--- src/rtl/multiword_add_seq.sv ---
// Multi-word adder sequencer: feeds an external N-bit adder one word at a
// time (LSW first), chaining the carry through the adder's own carry-out,
// and presents the full WORDS*N-bit sum with a valid/ready handshake.
module multiword_add_seq #(
  parameter int unsigned N       = 32,
  parameter int unsigned WORDS   = 4,
  parameter int unsigned ADD_LAT = 1
) (
  input  logic                 clk,
  input  logic                 rst,
  // Request side
  input  logic                 in_valid,
  output logic                 in_ready,
  input  logic [N*WORDS-1:0]   op_a,
  input  logic [N*WORDS-1:0]   op_b,
  input  logic                 op_cin,
  // External adder
  output logic [N-1:0]         add_a,
  output logic [N-1:0]         add_b,
  output logic                 add_cin,
  input  logic [N-1:0]         add_sum,
  input  logic                 add_cout,
  // Result side
  output logic                 out_valid,
  input  logic                 out_ready,
  output logic [N*WORDS-1:0]   result,
  output logic                 result_cout,
  output logic                 busy
);

  localparam int unsigned IDX_W = (WORDS > 1) ? $clog2(WORDS) : 1;
  localparam logic [IDX_W-1:0] LAST_IDX = IDX_W'(WORDS - 1);
  // Value of the wait counter in the final WAIT cycle of a word.
  localparam logic [2:0] LAT_LAST = (ADD_LAT == 0) ? 3'd0 : 3'(ADD_LAT - 1);

  if (WORDS < 2 || WORDS > 16 || ADD_LAT > 7) begin : g_param_check
    $error("multiword_add_seq: WORDS must be 2..16 and ADD_LAT 0..7");
  end

  typedef enum logic [1:0] {StIdle, StIssue, StWait, StDone} state_e;

  state_e             r_state;
  logic [IDX_W-1:0]   r_idx;
  logic [2:0]         r_wcnt;
  logic               r_carry;
  logic [N-1:0]       r_a   [WORDS];
  logic [N-1:0]       r_b   [WORDS];
  logic [N-1:0]       r_res [WORDS];
  logic               r_out_valid;
  logic               r_result_cout;

  logic               w_active;
  logic               w_last_cycle;

  // Decode of the current state into the word-sequencing qualifiers.
  always_comb begin
    w_active     = (r_state == StIssue) || (r_state == StWait);
    // With zero latency the adder result is sampled at the end of ISSUE.
    w_last_cycle = ((r_state == StIssue) && (ADD_LAT == 0)) ||
                   ((r_state == StWait) && (r_wcnt == LAT_LAST));
  end

  // Adder drive: latched word and running carry while a word is in flight, zero otherwise.
  always_comb begin
    add_a   = '0;
    add_b   = '0;
    add_cin = 1'b0;
    if (w_active) begin
      add_a   = r_a[r_idx];
      add_b   = r_b[r_idx];
      add_cin = r_carry;
    end
  end

  // Handshake and result outputs.
  always_comb begin
    in_ready    = (r_state == StIdle);
    busy        = (r_state != StIdle);
    out_valid   = r_out_valid;
    result_cout = r_result_cout;
    for (int i = 0; i < WORDS; i++) begin
      result[i*N +: N] = r_res[i];
    end
  end

  // Sequencer FSM: latch operands, step through words, hold result until taken.
  always_ff @(posedge clk) begin
    if (rst) begin
      r_state       <= StIdle;
      r_idx         <= '0;
      r_wcnt        <= '0;
      r_carry       <= 1'b0;
      r_out_valid   <= 1'b0;
      r_result_cout <= 1'b0;
      for (int i = 0; i < WORDS; i++) begin
        r_a[i]   <= '0;
        r_b[i]   <= '0;
        r_res[i] <= '0;
      end
    end else begin
      unique case (r_state)
        StIdle: begin
          if (in_valid) begin
            for (int i = 0; i < WORDS; i++) begin
              r_a[i] <= op_a[i*N +: N];
              r_b[i] <= op_b[i*N +: N];
            end
            r_idx   <= '0;
            r_wcnt  <= '0;
            r_carry <= op_cin;
            r_state <= StIssue;
          end
        end
        StIssue, StWait: begin
          if (w_last_cycle) begin
            r_res[r_idx] <= add_sum;
            r_carry      <= add_cout;
            if (r_idx == LAST_IDX) begin
              r_result_cout <= add_cout;
              r_out_valid   <= 1'b1;
              r_state       <= StDone;
            end else begin
              r_idx   <= r_idx + 1'b1;
              r_state <= StIssue;
            end
          end else if (r_state == StIssue) begin
            r_wcnt  <= '0;
            r_state <= StWait;
          end else begin
            r_wcnt <= r_wcnt + 3'd1;
          end
        end
        StDone: begin
          if (out_ready) begin
            r_out_valid <= 1'b0;
            r_state     <= StIdle;
          end
        end
        default: r_state <= StIdle;
      endcase
    end
  end

endmodule

--- config.mk ---
export PLATFORM = sky130hd
export DESIGN_NAME = multiword_add_seq
export DESIGN_NICKNAME = d
export VERILOG_FILES = /design/src/rtl/multiword_add_seq.sv
export SDC_FILE = /design/constraint.sdc
export NUM_CORES = 1
export LEC_CHECK = 0
export ABC_AREA = 1
export CORE_ASPECT_RATIO = 0.7
export CORE_UTILIZATION = 45
export CTS_CLUSTER_SIZE = 12
export DETAILED_ROUTE_END_ITERATION = 8
export HOLD_SLACK_MARGIN = 0.05
export PLACE_DENSITY = 0.79
export SETUP_SLACK_MARGIN = 0.4
export SYNTH_ARGS = -nofsm -noshare
export SYNTH_HDL_FRONTEND = slang
export SYNTH_SLANG_ARGS = --single-unit
--- constraint.sdc ---
create_clock -name clk -period 12.1 [get_ports clk]
set_clock_uncertainty 0.15 [all_clocks]
set_input_delay 2.42 -clock clk [delete_from_list [all_inputs] [get_ports clk]]
set_output_delay 2.42 -clock clk [all_outputs]
set_load 0.05 [all_outputs]
---- Word level (Yosys, flattened, before mapping) ----
Memories as Yosys holds them, arrays and structs flattened. A register that Yosys moved wholly into a read port is not among the register bits.
Index checks and enable logic that the tools add are counted.
cells by class
  add/sub/neg operators ................... 2
  equality and inequality tests ........... 11
  mux-type cells .......................... 49
  bitwise logic cells ..................... 8
  reduce and logical (&&, ||, !) cells .... 15
operators with widths
  operator                                             count
  2-to-1 mux 32 bit                                    11
  OR reduction 32 bit                                  1
  2-to-1 mux 2 bit                                     13
  2-to-1 mux 1 bit                                     17
  != test 2 bit, second input constant                 6
  AND reduction 3 bit                                  4
  2-to-1 mux 3 bit                                     3
  bitwise OR 1 bit                                     8
  AND reduction 4 bit                                  2
  equality test 2 bit, second input constant           3
  one-hot mux 2 bit (3 select lines)                   1
  one-hot mux 3 bit (2 select lines)                   1
  nonzero test 2 bit                                   3
  one-hot mux 1 bit (2 select lines)                   2
  one-hot mux 2 bit (2 select lines)                   1
  adder 3 x 1 -> 3 bit, second input constant          1
  logical NOT 3 bit                                    1
  != test 3 bit, second input constant                 1
  adder 2 x 1 -> 2 bit, second input constant          1
  equality test 2 x 1 -> 1 bit, second input constant  1
  logical NOT 2 bit                                    1
  OR reduction 2 bit                                   1
  logical AND 1 bit                                    1
  logical OR 1 bit                                     1
storage, ports and cells
  flip-flop bits (word level) ............. 10
  bits in writable memories ............... 384
  bits of input ports ..................... 294
  memories ................................ 3
memory list
  memory  words  width  rd ports  clocked after Yosys merged registers in  wr ports  RTL line  source
  r_a     4      32     1         1                                        4         46        logic [N-1:0] r_a [WORDS];
  r_b     4      32     1         1                                        4         47        logic [N-1:0] r_b [WORDS];
  r_res   4      32     4         0                                        4         48        logic [N-1:0] r_res [WORDS];

---- Longest topological paths before layout ----
  word-level depth ........................ 8
  gate-level depth with buffers ........... 10

---- Worst setup path before layout ----
No wires, ideal clock.
  kind .................................... input port to flip-flop
  start ................................... input port rst
  end ..................................... memory r_a[0][0] (enable)
  library setup time ...................... 1960 ps
  arrival time ............................ 7043 ps
  required time ........................... 9990 ps
  path slack .............................. 2946 ps
  cell stages on the path ................. 3
  cells stage by stage .................... inv_1 > clkbuf_1 > nand2_1
RTL lines
  item                RTL line  source
  start: declaration  10        input logic rst,
  end: declaration    46

==> flow_metrics.env <==
export IMPL_status="completed"
export IMPL_critical_path_max_fanout=65
export IMPL_synth_sequential_area_ratio=0.681
export IMPL_clock_period_minus_final_worst_setup_slack_ps=6420
export IMPL_grt_use_met2=0.406
export IMPL_gpl_final_weighted_congestion=0.887
export IMPL_maximum_number_of_pins_on_one_net_before_global_route_repair=196
export IMPL_startpoint_of_the_worst_hold_path="r_carry"
export IMPL_tritoncts="done"
export IMPL_post_route_util=0.630
export IMPL_drtAntennaViolNets=0
export IMPL_post_cts_setup_buffer_count=0
export IMPL_clkTransAtPathRegs_ps=60
export IMPL_synth_flop_cell="edfxtp_1"
export IMPL_post_place_ws_ps=6260
export IMPL_synthDistinctLibCells=27
export IMPL_dp_hpwl_um=33300
export IMPL_globalRouteOverflowTotal=0
export IMPL_period_share=0.531
export IMPL_synthesis_yosys_warnings=0
export IMPL_gr_max_usage_layer="met2"
export IMPL_power_density_mw_per_mm2=195
export IMPL_die_h_um=166
export IMPL_synthCells=1717
export IMPL_cts_repair_resize_count=0
export IMPL_layout_setup_ws_ps=5680
export IMPL_hold_viol=0
export IMPL_ys_async_sr_fraction=0
export IMPL_cts_root_buf="clkbuf_16"
export IMPL_unrepaired_setup_endpoints_after_global_routing="false"
export IMPL_fin_hold_ws_ps=337
export IMPL_critical_path_cell_chain="buf_4, inv_2, buf_4, nor2_1, o21ai_0, a21oi_1, clkdlybuf4s50_1"
export IMPL_start_util=0.461
export IMPL_worstReg2RegEnd="r_res[0][9]"
export IMPL_numCtsBuffers=41
export IMPL_drc=0
export IMPL_drt_wirelength_um=49100
export IMPL_clk_latency_ps=520
export IMPL_critical_setup_path_class="reg2out"
export IMPL_static_leakage_power_nw=9.94
export IMPL_holdPathStages=2
export IMPL_regToRegSetupSlack_ps=8820
export IMPL_numClockSinks=396
export IMPL_htreeDepth=2
export IMPL_type_of_the_worst_min_delay_path="reg2reg"
export IMPL_worst_pin_slew_ps=1180
export IMPL_antenna_found_initial=8
export IMPL_vias_per_cell=5.02
export IMPL_grt_met3_usage=0.0648
export IMPL_numPortBuffers=490
export IMPL_irDropWorstVdd_mv=0.152
export IMPL_worst_hold_path_endpoint="r_carry"
export IMPL_first_global_vias=13100
export IMPL_cts_buffer_depth=3
export IMPL_worstSetupEndpointType="primary output"
export IMPL_io_pins=491
export IMPL_mappedNetlistNets=2018
export IMPL_crit_required_ps=9530
export IMPL_ys_ff_latch=396
export IMPL_setup_violations=0
export IMPL_synth_edf_count=384
export IMPL_total_via_count_after_detailed_routing=13500
export IMPL_max_cap_violations=0
export IMPL_timing_critical_path_mode_cell="buf_4"
export IMPL_rows=59
export IMPL_die_w_um=236
export IMPL_postCtsHoldBufs=0
export IMPL_cp_data_arrival_time_ps=3850
export IMPL_final_net_count=2470
export IMPL_design_die_area_sq_mm=0.0392
export IMPL_design_core_area_sq_mm=0.0375
export IMPL_max_slew_margin_rel=0.215
export IMPL_worstSetupStartpointType="flip-flop"
export IMPL_grt_usage=0.248
export IMPL_crit_path_max_incr_delay_ps=870
export IMPL_timing_final_max_slew_violations=0
export IMPL_cell_area_after_synthesis_sq_mm=0.0173
export IMPL_grtUsageMet1=0.321
export IMPL_initialDrtViolationCount=1195
export IMPL_tns_ps=0
export IMPL_reg2reg_from="r_state[0]"
export IMPL_synthToLayoutAreaGrowth_pct=36.7
export IMPL_layout_drive_gt1_share=0.0348
export IMPL_worst_r2r_cell_count=8
export IMPL_crit_path_top_delay_cell="clkdlybuf4s50_1"
export IMPL_first_pass_iters=5
export IMPL_avgRoutedWirePerCell_um=18.3
export IMPL_first_pass_grt_wire_length_um=75200
export IMPL_fmax_ghz=0.156
export IMPL_syn_mean_instance_area_sq_um=10.1
==> flip-flops by register name, summed over array words and instances (netlist names), named ones only <==
name,count
r_idx,2
r_carry,1
r_state,2
r_a,128
r_b,128
out_valid,1
result_cout,1
r_res,128
r_wcnt,3
==> logic make-up (layout without fill, tap and decap cells) <==
family / after synthesis / count (layout) / share of synthesized area
buffers and inverters: 401 / 871 / 0.0958
adders and majority gates: 7 / 7 / 0.00506
and+or+nand+nor: 712 / 712 / 0.160
DFF: 396 / 396 / 0.681
other: 0 / 6 / 0
AOI/OAI and AO/OA: 201 / 201 / 0.0584
==> worst max-delay path: cells and delay by family (launching register included) <==
| kind | cells | cell delay, ps |
|---|---|---|
| DFF | 1 | 310 |
| buffers and inverters | 4 | 2350 |
| AOI/OAI and AO/OA | 2 | 420 |
| and+or+nand+nor | 1 | 140 |
==> stage by stage <==
stage / total power (W) / std cells / cell area, sq um
floorplan: 0.00295 / 1717 / 17300
global placement: 0.00346 / 2614 / 22500
detailed placement: 0.00348 / 2614 / 22500
CTS: 0.00464 / 2675 / 23600
global route: 0.00482 / 2678 / 23600
finish: 0.00462 / 2681 / 23600
==> power by group <==
group	switching [W]	total (W)	internal, W
Sequential	0.0000937	0.00191	0.00182
Combinational	0.00109	0.00155	0.000464
Clock	0.000495	0.00115	0.000657
==> cell usage after synthesis, drive strengths merged, types with 4 or more instances <==
cell	instances	area, sq um
nand4	4	25.0
ha	7	87.6
nor3	34	175
nand3	7	40.0
edfxtp	384	11500
o21ai	132	661
inv	307	1150
clkbuf	19	71.3
dfxtp	12	240
nor2	628	2370
nand2	36	140
buf	75	433
a21oi	67	335
==> layout make-up <==
type                            count  area, sq um
Fill cell                        2876        13900
Sequential cell                   396        11800
Timing Repair Buffer              503         5010
Multi-Input combinational cell    920         3910
Inverter                          307         1150
Clock buffer                       52         1070
Tap cell                          488          611
Clock inverter                      9         90.1
Antenna cell                        6         15.0
==> per-layer routing <==
layer  vias to the layer above  routed length (um)
li1                       6345                   -
met2                       624               23800
met1                      6375               19300
met4                         4                1510
met5                         -                  27
met3                       102                4440
==> layout by cell type (no fill, tap or decap), types with 3 or more instances in the layout <==
cell and instances:
nor2_1 626, nand4_1 4, o21ai_1 3, diode_2 6, nor3_1 33, inv_1 304
edfxtp_1 384, a21oi_1 67, ha_1 7, buf_4 12, clkbuf_1 11, nand2_1 33
nand3_1 5, o21ai_0 128, clkinv_1 4, clkbuf_16 41, dfxtp_1 10, clkinv_2 4
clkdlybuf4s50_1 490
==> how the worst max path moves through the flow <==
stage               cells after the start  slack (ps)   endpoint
finish                                  7        5680  add_b[27]
global route                            7        5530  add_b[27]
CTS                                     7        5670  add_b[27]
detailed placement                      7        6260  add_b[27]
global placement                        7        6240  add_b[27]
floorplan                               3        2950  r_a[0][0]
(Power assumes the default switching activity.)
